### src/rtl/div_clk_mode_detect_if.sv
// rtl/div_clk_mode_detect_if.sv - divided-clock input and recovered mode/lock status bundle
interface div_clk_mode_detect_if;
  logic       IN;
  logic [1:0] mode;
  logic       locked;
  logic       err;

  modport master (
    output IN,
    input  mode,
    input  locked,
    input  err
  );

  modport slave (
    input  IN,
    output mode,
    output locked,
    output err
  );
endinterface

### src/rtl/div_clk_mode_detect.sv
// rtl/div_clk_mode_detect.sv - recovers 4-mode divider setting from measured half-periods
module div_clk_mode_detect #(
  parameter int HALF0   = 2499,
  parameter int HALF1   = 1249,
  parameter int HALF2   = 624,
  parameter int HALF3   = 311,
  parameter int TOL     = 4,
  parameter int TIMEOUT = 4096,
  parameter int CW      = 13
) (
  input  logic                 clk,
  input  logic                 rst,
  div_clk_mode_detect_if.slave bus
);

  typedef enum logic [1:0] {
    SEARCH  = 2'd0,
    CONFIRM = 2'd1,
    LOCKED  = 2'd2
  } state_t;

  localparam logic [CW-1:0] TMO    = CW'(TIMEOUT);
  localparam logic [CW-1:0] TMO_M1 = CW'(TIMEOUT - 1);

  logic          s1, s2, s3;
  logic          edge_det;
  logic [CW-1:0] cnt_q, cnt_d;
  logic [CW:0]   meas;
  logic          have_q, have_d;
  state_t        state_q, state_d;
  logic [1:0]    cand_q, cand_d;
  logic [1:0]    mode_q, mode_d;
  logic          locked_q, locked_d;
  logic          err_q, err_d;
  logic          cls_hit;
  logic [1:0]    cls_k;

  // s1/s2 resolve metastability; s3 only serves the edge comparison.
  always_ff @(posedge clk) begin
    if (rst) begin
      s1 <= 1'b0;
      s2 <= 1'b0;
      s3 <= 1'b0;
    end else begin
      s1 <= bus.IN;
      s2 <= s1;
      s3 <= s2;
    end
  end

  assign edge_det = s2 ^ s3;
  assign meas     = {1'b0, cnt_q} + (CW+1)'(1);

  function automatic logic in_win(input logic [CW:0] m, input int half);
    int d;
    d = int'(m) - half;
    return (d >= -TOL) && (d <= TOL);
  endfunction

  // Priority order gives the lowest mode index when windows overlap.
  always_comb begin
    cls_hit = 1'b1;
    cls_k   = 2'd0;
    if (in_win(meas, HALF0)) begin
      cls_k = 2'd0;
    end else if (in_win(meas, HALF1)) begin
      cls_k = 2'd1;
    end else if (in_win(meas, HALF2)) begin
      cls_k = 2'd2;
    end else if (in_win(meas, HALF3)) begin
      cls_k = 2'd3;
    end else begin
      cls_hit = 1'b0;
    end
  end

  always_ff @(posedge clk) begin
    if (rst) begin
      state_q  <= SEARCH;
      cnt_q    <= '0;
      have_q   <= 1'b0;
      cand_q   <= 2'd0;
      mode_q   <= 2'd0;
      locked_q <= 1'b0;
      err_q    <= 1'b0;
    end else begin
      state_q  <= state_d;
      cnt_q    <= cnt_d;
      have_q   <= have_d;
      cand_q   <= cand_d;
      mode_q   <= mode_d;
      locked_q <= locked_d;
      err_q    <= err_d;
    end
  end

  always_comb begin
    state_d  = state_q;
    cnt_d    = cnt_q;
    have_d   = have_q;
    cand_d   = cand_q;
    mode_d   = mode_q;
    locked_d = locked_q;
    err_d    = 1'b0;

    if (edge_det) begin
      cnt_d = '0;
      if (!have_q) begin
        // First edge only opens a measurement window; nothing to classify yet.
        have_d = 1'b1;
      end else begin
        case (state_q)
          SEARCH: begin
            if (cls_hit) begin
              state_d = CONFIRM;
              cand_d  = cls_k;
            end
          end
          CONFIRM: begin
            if (!cls_hit) begin
              state_d = SEARCH;
            end else if (cls_k == cand_q) begin
              state_d  = LOCKED;
              mode_d   = cand_q;
              locked_d = 1'b1;
            end else begin
              cand_d = cls_k;
            end
          end
          LOCKED: begin
            if (!cls_hit) begin
              state_d  = SEARCH;
              locked_d = 1'b0;
              err_d    = 1'b1;
            end else if (cls_k != mode_q) begin
              state_d  = CONFIRM;
              cand_d   = cls_k;
              locked_d = 1'b0;
              err_d    = 1'b1;
            end
          end
          default: begin
            state_d  = SEARCH;
            locked_d = 1'b0;
          end
        endcase
      end
    end else begin
      if (cnt_q < TMO) begin
        cnt_d = cnt_q + CW'(1);
      end
      // Fires once on the way up; the counter then parks at TIMEOUT.
      if (cnt_q == TMO_M1) begin
        state_d  = SEARCH;
        have_d   = 1'b0;
        locked_d = 1'b0;
        err_d    = (state_q == LOCKED);
      end
    end
  end

  assign bus.mode   = mode_q;
  assign bus.locked = locked_q;
  assign bus.err    = err_q;

endmodule

### src/flat_wrapper.sv
// flat-port wrapper written by rule: the top's interface ports become plain ports
module div_clk_mode_detect_flat 
#(
  parameter int HALF0   = 2499,
  parameter int HALF1   = 1249,
  parameter int HALF2   = 624,
  parameter int HALF3   = 311,
  parameter int TOL     = 4,
  parameter int TIMEOUT = 4096,
  parameter int CW      = 13
)
  (clk, rst, bus_IN, bus_mode, bus_locked, bus_err);
  div_clk_mode_detect_if bus_i ();
  input  logic clk;
  input  logic rst;
  input wire logic [$bits(bus_i.IN)-1:0] bus_IN;
  output wire logic [$bits(bus_i.mode)-1:0] bus_mode;
  output wire logic [$bits(bus_i.locked)-1:0] bus_locked;
  output wire logic [$bits(bus_i.err)-1:0] bus_err;
  assign bus_i.IN = bus_IN;
  assign bus_mode = bus_i.mode;
  assign bus_locked = bus_i.locked;
  assign bus_err = bus_i.err;
  div_clk_mode_detect #(.HALF0(HALF0), .HALF1(HALF1), .HALF2(HALF2), .HALF3(HALF3), .TOL(TOL), .TIMEOUT(TIMEOUT), .CW(CW)) u_core (.clk(clk), .rst(rst), .bus(bus_i));
endmodule
### config.mk
export PLATFORM = sky130hd
export DESIGN_NAME = div_clk_mode_detect_flat
export DESIGN_NICKNAME = d
export VERILOG_FILES = /design/src/rtl/div_clk_mode_detect_if.sv /design/src/rtl/div_clk_mode_detect.sv /design/src/flat_wrapper.sv
export SDC_FILE = /design/constraint.sdc
export NUM_CORES = 1
export LEC_CHECK = 0
export ABC_AREA = 1
export ABC_CLOCK_PERIOD_IN_PS = 2720
export BUFFER_PORTS_ARGS = -buffer_cell sky130_fd_sc_hd__clkbuf_2
export CAP_MARGIN = 20
export CORE_ASPECT_RATIO = 0.7
export CORE_MARGIN = 2
export CORE_UTILIZATION = 35
export DETAILED_ROUTE_END_ITERATION = 12
export PLACE_DENSITY = 0.55
export SYNTH_ARGS = -nofsm -noshare
export SYNTH_HDL_FRONTEND = slang
export SYNTH_SLANG_ARGS = --single-unit
### constraint.sdc
create_clock -name clk -period 2.72 [get_ports clk]
set_input_delay 0.272 -clock clk [delete_from_list [all_inputs] [get_ports clk]]
set_output_delay 0.272 -clock clk [all_outputs]
set_load 0.1 [all_outputs]
==> results.sh, run 1 <==
export IMPL_crit_path_start_kind="flop"
export IMPL_netlist_instances=593
export IMPL_cp_depth=22
export IMPL_preCtsSetupSlack_ps=-317
export IMPL_fmax_mhz=347
export IMPL_arrival_ps=3040
export IMPL_grt_overflow_total=0
export IMPL_grt_util_met3=0.0157
export IMPL_setup_ws_ps=-162
export IMPL_layout_drive_gt1_share=0.415
export IMPL_htreeDepth=1
export IMPL_dp_hpwl_mm=8.71
export IMPL_cp_top_family="simple AND/OR/NAND/NOR gates"
export IMPL_clockRootBuffer="clkbuf_16"
export IMPL_area_delta_synth_final_pct=54.6
export IMPL_grt_pass1_wl_mm=19.1
export IMPL_antenna_found_initial=0
export IMPL_netSwitchingPower_uw=281
export IMPL_crit_buf_inv=5
export IMPL_min_path_cells=3
export IMPL_gp_congestion=0.960
export IMPL_cts_tree="yes"
export IMPL_cts_sinks=25
export IMPL_hold_buffers=0
export IMPL_synth_async_sr_flop_share=0
export IMPL_dieArea_sq_um=9960
export IMPL_crit_chain="inv_2, buf_6, nor2_4, nand3_2, nand2_4, buf_8, nand2_4, nor2_4, nand2_1, nand2_1, nand4_1, nor2_1, nand2_1, nand2_1, inv_2, nand2_2, nand2_2, nand2_2, nand2_4, nor3_4, buf_4, a21oi_2"
export IMPL_period_share=1.06
export IMPL_ys_types=36
export IMPL_p_sw_frac=0.296
export IMPL_p_clk_frac=0.353
export IMPL_violations="negative setup slack"
export IMPL_slew_headroom=0.639
export IMPL_io_pins=7
export IMPL_gr_usage_all_layers=0.232
export IMPL_fin_crit_ps=2880
export IMPL_r2r_cells=22
export IMPL_stdcell_count=830
export IMPL_worstSetupPathType="reg2reg"
export IMPL_status="finished with violations"
export IMPL_die_y_um=84.1
export IMPL_mappedNetlistArea_sq_um=3210
export IMPL_clock_latency_ps=260
export IMPL_seqPwrFrac=0.407
export IMPL_synth_edf_count=0
export IMPL_dp_cells=794
export IMPL_dieWidth_um=118
export IMPL_worst_pin_slew_ps=544
export IMPL_cp_common_cell="nand2_1"
export IMPL_hold_path_class="in2reg"
export IMPL_num_vias=4219
export IMPL_power_internal_uw=669
export IMPL_crit_path_end_kind="flop"
export IMPL_yosysSeqAreaShare=0.156
export IMPL_drt_iter0_drc=346
export IMPL_clock_skew_ps=6.12
export IMPL_yosysTopAreaCell="nand2_1"
export IMPL_synth_top_area_frac=0.220
export IMPL_fin_nets=715
export IMPL_p_total_uw=950
export IMPL_gr_usage_met2=0.352
export IMPL_design_core_area_sq_um=9000
export IMPL_ant_nets=0
export IMPL_finalHoldViolations=0
export IMPL_clockBufferDepth=2
export IMPL_grt_busiest_layer="met1"
export IMPL_antenna_cells=0
export IMPL_finalInstanceArea_sq_um=4960
export IMPL_met1_usage=0.359
export IMPL_row_count=29
export IMPL_start_util=0.357
export IMPL_grt_pass1_vias=3895
export IMPL_avgSynthCellArea_sq_um=5.41
export IMPL_worstPathMaxFanout=7
export IMPL_first_pass_iters=5
export IMPL_post_route_drc_count=0
export IMPL_grt_max_degree=14
export IMPL_avgViaCountPerCell=5.08
export IMPL_slowest_delay_ps=390
export IMPL_synth_area_top_cells="nand2_1, dfxtp_1, nand3_1"
export IMPL_required_ps=2880
export IMPL_synth_flop_cell="dfxtp_1"
export IMPL_clkTransAtPathRegs_ps=70
export IMPL_finalMaxSlewViolations=0
export IMPL_synth_nets=601
export IMPL_place_area_sq_um=3930
export IMPL_crit_path_top_delay_cell="dfxtp_4"
export IMPL_p_leak_uw=0.00249
export IMPL_final_core_util=0.551
export IMPL_portBuffers=6
export IMPL_rsz0062_at_grt="true"
export IMPL_routedWlPerCell_um=14.2
export IMPL_max_cap_violations=0
export IMPL_ys_ff_latch=25
export IMPL_setup_viol_count_final=7
export IMPL_yosysWarnings=0
export IMPL_numCtsBuffers=3
export IMPL_wl_mm=11.8
export IMPL_power_density_nw_per_um2=191
export IMPL_ir_drop_v=0.000215
export IMPL_combPwrFrac=0.240
==> Yosys cell counts, drive strengths merged (2+ instances only) <==
master,instances
dfxtp,25
nor3,7
nor2,96
nand3b,4
o21ai,24
nand2,215
and2,2
a21oi,22
ha,5
clkinv,3
nand4,18
nand3,83
inv,70
buf,10
==> worst paths after layout <==
kind	from	end	slack, ps
hold reg to reg	u_core.s1	u_core.s2	410
setup / recovery	u_core.cnt_q[0]	u_core.bus.mode[0]	-160
setup reg to reg	u_core.cnt_q[0]	u_core.bus.mode[0]	-160
hold / removal	bus_IN	u_core.s1	200
==> power by group through the flow <==
stage / logic, uW / clock network (uW) / registers, uW
final: 228 / 335 / 386
after global placement: 181 / 0 / 391
after floorplan: 115 / 0 / 393
after CTS: 212 / 337 / 385
after detailed placement: 181 / 0 / 392
after global routing: 251 / 350 / 387
==> placed cells by master, fill, tap and decap left out, types with 3 or more instances in the layout <==
cell / Yosys / routed
dfxtp_1: 25 / 19
inv_2: 5 / 8
dfxtp_4: 0 / 3
buf_4: 4 / 103
o21ai_2: 2 / 3
inv_1: 65 / 58
buf_6: 4 / 8
nand3_2: 10 / 26
nor2_1: 82 / 60
dfxtp_2: 0 / 3
ha_1: 5 / 4
clkbuf_16: 0 / 3
nor3_4: 0 / 3
nand3b_1: 4 / 4
nand2_1: 188 / 151
nor2_4: 6 / 21
nand4_1: 18 / 18
o21ai_0: 15 / 12
nand2_4: 4 / 26
o21ai_1: 7 / 7
nand3_1: 73 / 49
nand3_4: 0 / 8
a21oi_1: 21 / 19
clkbuf_2: 0 / 6
nor2_2: 8 / 15
nor3_1: 6 / 3
nand2_2: 23 / 37
==> tightest hold or removal path: stages <==
cell and delay [ps]:
clkbuf_2 80, inv_1 40, nor2_1 30
==> per-layer routing <==
layer  vias to the layer above  wire [um]  part of all wire
met4                         0        133             0.011
met3                        13        538             0.046
met2                       121       5130              0.44
met1                      1951       5990              0.51
met5                         -          0                 0
li1                       2134          -                 -
==> registers in the layout (all words and copies together), names as in the netlist <==
register	flops
u_core.have_q	1
u_core.bus.mode	2
u_core.cand_q	2
u_core.bus.locked	1
u_core.bus.err	1
u_core.s2	1
u_core.s1	1
u_core.state_q	2
u_core.cnt_q	13
u_core.s3	1
==> cell families after synthesis <==
kind of cell / Yosys count / share of synthesized area
and+or+nand+nor: 429 / 0.625
buffers and inverters: 84 / 0.113
AOI/OAI and AO/OA: 49 / 0.0830
DFF: 25 / 0.156
xor gates and xnor gates: 1 / 0.00273
adders and majority gates: 5 / 0.0195
==> area by class of cell <==
| class | count | area [sq um] |
|---|---|---|
| fill | 868 | 4040 |
| multi-input combinational | 484 | 2970 |
| timing repair buffer | 120 | 948 |
| sequential | 25 | 515 |
| inverter | 73 | 289 |
| tap | 124 | 155 |
| clock buffer | 4 | 78.8 |
==> through the flow <==
stage                     hold slack [ps]  setup TNS [ps]
after floorplan                       341               0
after global placement                392           -2050
after detailed placement              401           -2210
after CTS                             202            -318
after global routing                  213           -2570
final                                 196            -921
==> repair_timing <==
item,4_1_cts,5_1_grt
pin swaps,54,53
setup endpoints to repair,8,8
buffers inserted,20,12
gates resized for setup,108,71
(Power assumes the default switching activity.)
==> inputs of run 2 (changes only) <==
--- a/config.mk
+++ b/config.mk
@@ -5,8 +5,7 @@
 export SDC_FILE = /design/constraint.sdc
 export NUM_CORES = 1
 export LEC_CHECK = 0
-export ABC_AREA = 1
-export ABC_CLOCK_PERIOD_IN_PS = 2720
+export ABC_AREA = 0
 export BUFFER_PORTS_ARGS = -buffer_cell sky130_fd_sc_hd__clkbuf_2
 export CAP_MARGIN = 20
 export CORE_ASPECT_RATIO = 0.7
@@ -14,6 +13,7 @@
 export CORE_UTILIZATION = 35
 export DETAILED_ROUTE_END_ITERATION = 12
 export PLACE_DENSITY = 0.55
+export RECOVER_POWER = 25
 export SYNTH_ARGS = -nofsm -noshare
 export SYNTH_HDL_FRONTEND = slang
 export SYNTH_SLANG_ARGS = --single-unit
==> results.sh, run 2 <==
export IMPL_status="finished with violations"
export IMPL_violations="negative setup slack"
export IMPL_yosysTopAreaCell="dfxtp_1"
export IMPL_antenna_cells=0
export IMPL_netlist_instances=410
export IMPL_portBuffers=6
export IMPL_dp_hpwl_mm=8.45
export IMPL_r2r_cells=13
export IMPL_avgSynthCellArea_sq_um=7.27
export IMPL_max_cap_violations=0
export IMPL_tns_ps=-4530
export IMPL_finalHoldViolations=0
export IMPL_clockRootBuffer="clkbuf_16"
export IMPL_post_route_drc_count=0
export IMPL_antenna_found_initial=0
export IMPL_cp_common_cell="buf_4"
export IMPL_design_core_area_sq_um=8370
export IMPL_r2r_slack_ps=-630
export IMPL_power_density_nw_per_um2=214
export IMPL_crit_path_end_kind="flop"
export IMPL_numCtsBuffers=3
export IMPL_first_pass_iters=5
export IMPL_dieArea_sq_um=9280
export IMPL_rsz0062_at_grt="true"
export IMPL_clockBufferDepth=2
export IMPL_row_count=28
export IMPL_finalMaxSlewViolations=0
export IMPL_p_leak_uw=0.00193
export IMPL_ant_nets=0
export IMPL_min_path_cells=2
export IMPL_multi_input_area_sq_um=2790
export IMPL_arrival_ps=3530
export IMPL_yosysSeqAreaShare=0.168
export IMPL_holdPathEnd="u_core.s1"
export IMPL_largest_register="u_core.cnt_q"
export IMPL_setup_viol_count_final=8
export IMPL_crit_chain="ha_4, nand4_4, or3_4, and2_4, buf_8, buf_4, buf_4, a22oi_2, o32ai_4, o221a_1, a2111o_1, a21o_1, a211oi_2"
export IMPL_preCtsSetupSlack_ps=-764
export IMPL_clock_skew_ps=4.58
export IMPL_combPwrFrac=0.278
export IMPL_gr_usage_all_layers=0.244
export IMPL_r2r_start="u_core.cnt_q[1]"
export IMPL_fmax_mhz=299
export IMPL_slew_headroom=0.229
export IMPL_synth_area_top_cells="dfxtp_1, xnor2_1, nor2_1"
export IMPL_grt_overflow_total=0
export IMPL_synth_nets=418
export IMPL_crit_buf_inv=3
export IMPL_grt_pass1_vias=3381
export IMPL_num_vias=3665
export IMPL_synth_top_area_frac=0.168
export IMPL_dieWidth_um=114
export IMPL_start_util=0.356
export IMPL_seqCellArea_sq_um=518
export IMPL_clock_latency_ps=280
export IMPL_worst_pin_slew_ps=1160
export IMPL_hold_path_class="in2reg"
export IMPL_netSwitchingPower_uw=317
export IMPL_yosysWarnings=0
export IMPL_seqPwrFrac=0.371
export IMPL_drt_iter0_drc=323
export IMPL_synth_edf_count=0
export IMPL_slowest_delay_ps=480
export IMPL_ir_drop_v=0.000221
export IMPL_worstPathMaxFanout=7
export IMPL_reg2reg_to="u_core.cand_q[1]"
export IMPL_wl_mm=11.1
export IMPL_ys_types=77
export IMPL_grt_pass1_wl_mm=17.8
export IMPL_p_sw_frac=0.308
export IMPL_power_internal_uw=713
export IMPL_p_clk_frac=0.352
export IMPL_area_delta_synth_final_pct=61.3
export IMPL_largest_reg_flops=13
export IMPL_routedWlPerCell_um=17.3
export IMPL_cp_top_family="compound AO/OA/AOI/OAI gates"
export IMPL_io_pins=7
export IMPL_ys_ff_latch=25
export IMPL_setup_ws_ps=-626
export IMPL_htreeDepth=1
export IMPL_crit_path_top_delay_cell="a2111o_1"
export IMPL_layout_commonest_cell="buf_4"
export IMPL_period_share=1.23
export IMPL_layout_common_cells="buf_4, nor2_1, nand2_1"
export IMPL_cts_sinks=25
export IMPL_fin_nets=543
export IMPL_crit_path_start_kind="flop"
export IMPL_mappedNetlistArea_sq_um=2980
export IMPL_synth_flop_cell="dfxtp_1"
export IMPL_fin_crit_ps=3350
export IMPL_cts_tree="yes"
export IMPL_final_fill_count=737
export IMPL_ys_top_cells_by_count="nor2_1, nand2_1, dfxtp_1, a21oi_1, o21ai_0"
export IMPL_gp_congestion=0.935
export IMPL_required_ps=2910
export IMPL_clkTransAtPathRegs_ps=70
export IMPL_synth_async_sr_flop_share=0
export IMPL_synth_most_common_cell="nor2_1"
export IMPL_min_delay_start="bus_IN"
export IMPL_avgViaCountPerCell=5.74
export IMPL_grt_max_degree=21
export IMPL_worstSetupPathType="reg2reg"
export IMPL_die_y_um=81.2
export IMPL_layout_drive_gt1_share=0.464
-- run 2: cell type report --
cell class | count | area share
tap | 105 | 0.0273
timing repair buffer | 155 | 0.256
multi-input combinational | 336 | 0.581
clock inverter | 1 | 0.00182
inverter | 14 | 0.0109
clock buffer | 3 | 0.0156
sequential | 25 | 0.108
-- run 2: stage by stage --
step | instance area [sq um] | hold WS [ps] | std cells | power, uW | util
floorplan | 3150 | 400 | 410 | 538 | -
global placement | 4110 | 425 | 612 | 628 | 0.490
detailed placement | 4110 | 420 | 612 | 630 | 0.490
CTS | 4600 | 210 | 634 | 1020 | 0.549
global route | 4810 | 243 | 639 | 1070 | 0.574
finish | 4810 | 211 | 639 | 1030 | 0.574
-- run 2: timing repair --
item	CTS	global route
hold buffers	0	0
gates resized for setup	58	39
pin swaps	28	11
setup endpoints to repair	8	8
buffers inserted	18	5
hold endpoints to repair	0	0
-- run 2: worst max-delay path by stage --
| stage | startpoint | endpoint | slack (ps) | depth (start not counted) |
|---|---|---|---|---|
| final | u_core.cnt_q[1] | u_core.cand_q[1] | -630 | 13 |
| after global routing | u_core.cnt_q[1] | u_core.bus.mode[1] | -770 | 12 |
| after CTS | u_core.cnt_q[1] | u_core.bus.mode[1] | -590 | 12 |
| after detailed placement | u_core.cnt_q[3] | u_core.bus.mode[0] | -760 | 11 |
| after global placement | u_core.cnt_q[3] | u_core.bus.mode[1] | -810 | 11 |
| after floorplan | u_core.cnt_q[0] | u_core.state_q[0] | -490 | 14 |
-- run 2: layer usage --
layer | GRT usage | vias up | part of all wire
met3 | 0.0373 | 11 | 0.071
met2 | 0.344 | 127 | 0.40
met5 | 0 | - | 0
li1 | - | 1789 | -
met1 | 0.386 | 1738 | 0.51
met4 | 0.0451 | 0 | 0.011
-- run 2: power by group through the flow --
stage,registers (uW),clock network [uW],logic [uW]
floorplan,390,0,148
global placement,393,0,234
detailed placement,395,0,236
CTS,381,373,269
global route,383,382,308
finish,382,362,286
-- run 2: logic make-up (layout without fill, tap and decap cells) --
family                     count (synthesis)  in the layout  share of synthesized area
xor gates and xnor gates                  29             29                     0.0877
adders and majority gates                  5              5                     0.0210
buffers and inverters                     49            173                     0.0739
and+or+nand+nor                          177            177                      0.332
AOI/OAI and AO/OA                        116            116                      0.287
DFF                                       25             25                      0.168
muxes                                      9              9                     0.0306
